===== config.mk =====
export PLATFORM = sky130hd
export DESIGN_NAME = clk_div
export DESIGN_NICKNAME = d
export VERILOG_FILES = /design/src/rtl/clk_div.sv
export SDC_FILE = /design/constraint.sdc
export NUM_CORES = 1
export LEC_CHECK = 0
export CAP_MARGIN = 10
export CORE_AREA = 2 2 39 41
export DETAILED_ROUTE_END_ITERATION = 8
export DIE_AREA = 0 0 41 43
export HOLD_SLACK_MARGIN = 0.06
export SLEW_MARGIN = 20
export SYNTH_ARGS = -nofsm -noshare
export SYNTH_HDL_FRONTEND = slang
export SYNTH_SLANG_ARGS = --single-unit

===== constraint.sdc =====
create_clock -name vclk -period 0.8
set_input_delay 0.12 -clock vclk [all_inputs]
set_output_delay 0.12 -clock vclk [all_outputs]
set_load 0.01 [all_outputs]

===== src/rtl/clk_div.sv =====
// Ripple divide-by-2 clock chain: clkout[k] = clkin / 2^(k+1), 50% duty, all taps phase-aligned.
// Latency: clkout[0] first rises on the 1st clkin rising edge after rstb rises (3rd with CLKDIV_RST_SYNC_EN).
// Backpressure: none; free-running clock generator, rstb is the only control.
//
// Ports:
//   clkin  - fast input clock, root of the chain
//   rstb   - asynchronous active-low reset; forces every latch and every tap to 0
//   clkout - divided clocks, bit k = clkin / 2^(k+1)
//
// Build option: define CLKDIV_RST_SYNC_EN to pass rstb deassertion through a
// 2-flop synchronizer on clkin (assertion stays asynchronous).
//
// Each stage is a master neg_latch + slave pos_latch with inverted feedback.
// The latches have no reset pin: reset gates the latch data/output with the
// internal reset and forces both latch enables open, so the stored state is
// cleared immediately regardless of the stage clock level.

module neg_latch (
    input  logic clkb,
    input  logic d,
    output logic q
);
    // Transparent while clkb is low.
    always_latch begin
        if (!clkb) q <= d;
    end
endmodule

module pos_latch (
    input  logic clk,
    input  logic d,
    output logic q
);
    // Transparent while clk is high.
    always_latch begin
        if (clk) q <= d;
    end
endmodule

module clk_div #(
    parameter int STAGES = 2
) (
    input  logic              clkin,
    input  logic              rstb,
    output logic [STAGES-1:0] clkout
);

    logic rst_n_int;

`ifdef CLKDIV_RST_SYNC_EN
    logic [1:0] rst_sync;

    // Deassertion is retimed to clkin; assertion clears the flops at once.
    always_ff @(posedge clkin or negedge rstb) begin
        if (!rstb) rst_sync <= 2'b00;
        else       rst_sync <= {rst_sync[0], 1'b1};
    end

    assign rst_n_int = rst_sync[1];
`else
    assign rst_n_int = rstb;
`endif

    genvar k;
    for (k = 0; k < STAGES; k++) begin : g_stage
        logic stg_clk;
        logic m_q;
        logic s_q;
        logic m_d;
        logic s_d;
        logic m_clkb;
        logic s_clk;

        if (k == 0) begin : g_src_root
            assign stg_clk = clkin;
        end else begin : g_src_tap
            assign stg_clk = clkout[k-1];
        end

        // During reset both latches are held transparent with a 0 data input,
        // so master and slave state clear without waiting for a clock level.
        // Out of reset these reduce to the plain stage clock.
        assign m_clkb = stg_clk & rst_n_int;
        assign s_clk  = stg_clk | ~rst_n_int;

        // Inverted feedback: master samples the complement of the tap while the
        // stage clock is low, slave presents it on the rising edge.
        assign m_d = ~s_q & rst_n_int;
        assign s_d = m_q & rst_n_int;

        neg_latch u_master (
            .clkb (m_clkb),
            .d    (m_d),
            .q    (m_q)
        );

        pos_latch u_slave (
            .clk  (s_clk),
            .d    (s_d),
            .q    (s_q)
        );

        // Output gating makes a high tap drop the instant reset asserts.
        assign clkout[k] = s_q & rst_n_int;
    end

endmodule


==> flow_summary.ini, run 1 <==
[global_routing]
gr-usage-all-layers = 0.0241
overflow = 0
grt_pass1_vias = 80
antenna_found_initial = 0
grt_max_degree = 8
grt_pass1_wl_um = 331

[synthesis]
synth_cells = 14
ys_ff_latch = 4
yosys_warnings = 2
avgSynthCellArea_um2 = 9.29
syn_nets = 16
ys_types = 7
syn-cell-area_um2 = 130

[pwr]
powerDensity_nw_per_um2 = 238
p_leak_nw = 0.0815
max-vdd-ir-drop_uv = 87.9

[sta]
slew_viol_final = 0
unconstrained_endpoints = 4
hold_viol = 0
rsz0062_at_grt = false
setup_viol = 0
timing.fmax_mhz = 1390
worst_pin_slew_ps = 88.9
fin_crit_sh = 0.900
maxSlewHeadroom = 0.941
fin_setup_tns_ps = 0
fin_crit_ps = 720
unclocked_pins = 4

[clock_network]
cts_resized = 11
post-cts-setup-buffers = 0
ctsHoldBuffers = 0

[worst_setup_path]
crit_required_ps = 680
cp_max_fo = 7
crit_type = input pin to primary output
cp-end-kind = primary output
cp-start-kind = input pin
crit_arrival_ps = 600

[finish]
antenna_cells = 0
area_growth_pct = 46.2
drive_gt1_frac = 0.444
final_common_cell = and2_1
nFillCells = 159
final_nets = 22
design_area_um2 = 190

[status]
outcome = complete, no violations

[floorplan]
die-area_um2 = 1760
die_w_um = 41
rows = 14
core_area_um2 = 1380
die_h_um = 43
ios = 4
start_util = 0.0940

[worst_hold_path]
min_path_type = input pin to primary output

[detailed_routing]
drtIter0Drc = 0
wirelength_um = 142
drtAntennaViolNets = 0
via_per_inst = 2.59
drcViolationCount = 0
first_pass_iters = 1
wire_per_inst_um = 4.18
num_vias = 88

[placement]
place_congestion = 0.580
port-buffer-count = 4
placed_area_um2 = 190

[flow_run]
maxCapViolations = 0
## cells in the mapped netlist
cell,count,area [um^2]
and2b_2,2,17.5
and2_2,1,7.51
dlxtp_1,2,30.0
nand2b_1,2,12.5
and2_1,4,25.0
buf_4,1,7.51
dlxtn_1,2,30.0
## area by class of cell
class	count	area, um^2	share of cell area
multi-input combinational	9	65.1	0.342
sequential	4	60.1	0.316
timing repair buffer	5	45.0	0.237
tap	16	20.0	0.105
## layer usage
metal | GRT usage | up-vias | wire, um
li1 | - | 49 | -
met1 | 0.0418 | 36 | 73
met2 | 0.0344 | 3 | 61
met3 | 0 | 0 | 8
met4 | 0 | 0 | 0
met5 | 0 | - | 0
## report_power, final
part	switching (mW)	leakage, nW	internal (mW)
sequential	0.00122	0.0311	0.0106
clock	0	0	0
combinational	0.0111	0.0504	0.0224
## path summary, 6_finish.rpt
path                  startpoint   endpoint  slack (ps)  depth (start not counted)
worst max-delay path        rstb  clkout[1]          80                          3
worst min-delay path        rstb  clkout[1]         710                          3
## critical path, stage by stage
cell and delay [ps]:
buf_2 130, and2_1 140, clkdlybuf4s15_2 220
## flip-flops by register name (all words and copies together), names as in the netlist
signal and cells:
g_stage.u_master.q 2, g_stage.u_slave.q 2
## stage by stage
stage               std cells  utilization  setup slack, ps  hold WS (ps)  total power [mW]
floorplan                  14            -              304           384            0.0267
finish                     34        0.137             80.1           707            0.0452
detailed placement         34        0.137             -702          1380            0.0481
global route               34        0.137             39.2           744            0.0504
global placement           34        0.137             -709          1380            0.0476
CTS                        34        0.137             69.3           724            0.0462
## cell families after synthesis
logic type,share of synthesized area
AND/OR/NAND/NOR,0.481
buffers and inverters,0.0577
latches,0.462
No activity file was read; power rests on OpenSTA's default activity.
==> run 2: changes to the inputs <==
Settings changed: SLEW_MARGIN 20 to unset.
==> results of run 2 <==
Final layout, timing and power as in run 1 (identical DEF).
==> run 3: changes to the inputs <==
Settings changed: CTS_BUF_LIST set to sky130_fd_sc_hd__clkbuf_4 sky130_fd_sc_hd__clkbuf_8 sky130_fd_sc_hd__clkbuf_16.
==> results of run 3 <==
Final layout, timing and power as in run 1 (identical DEF).
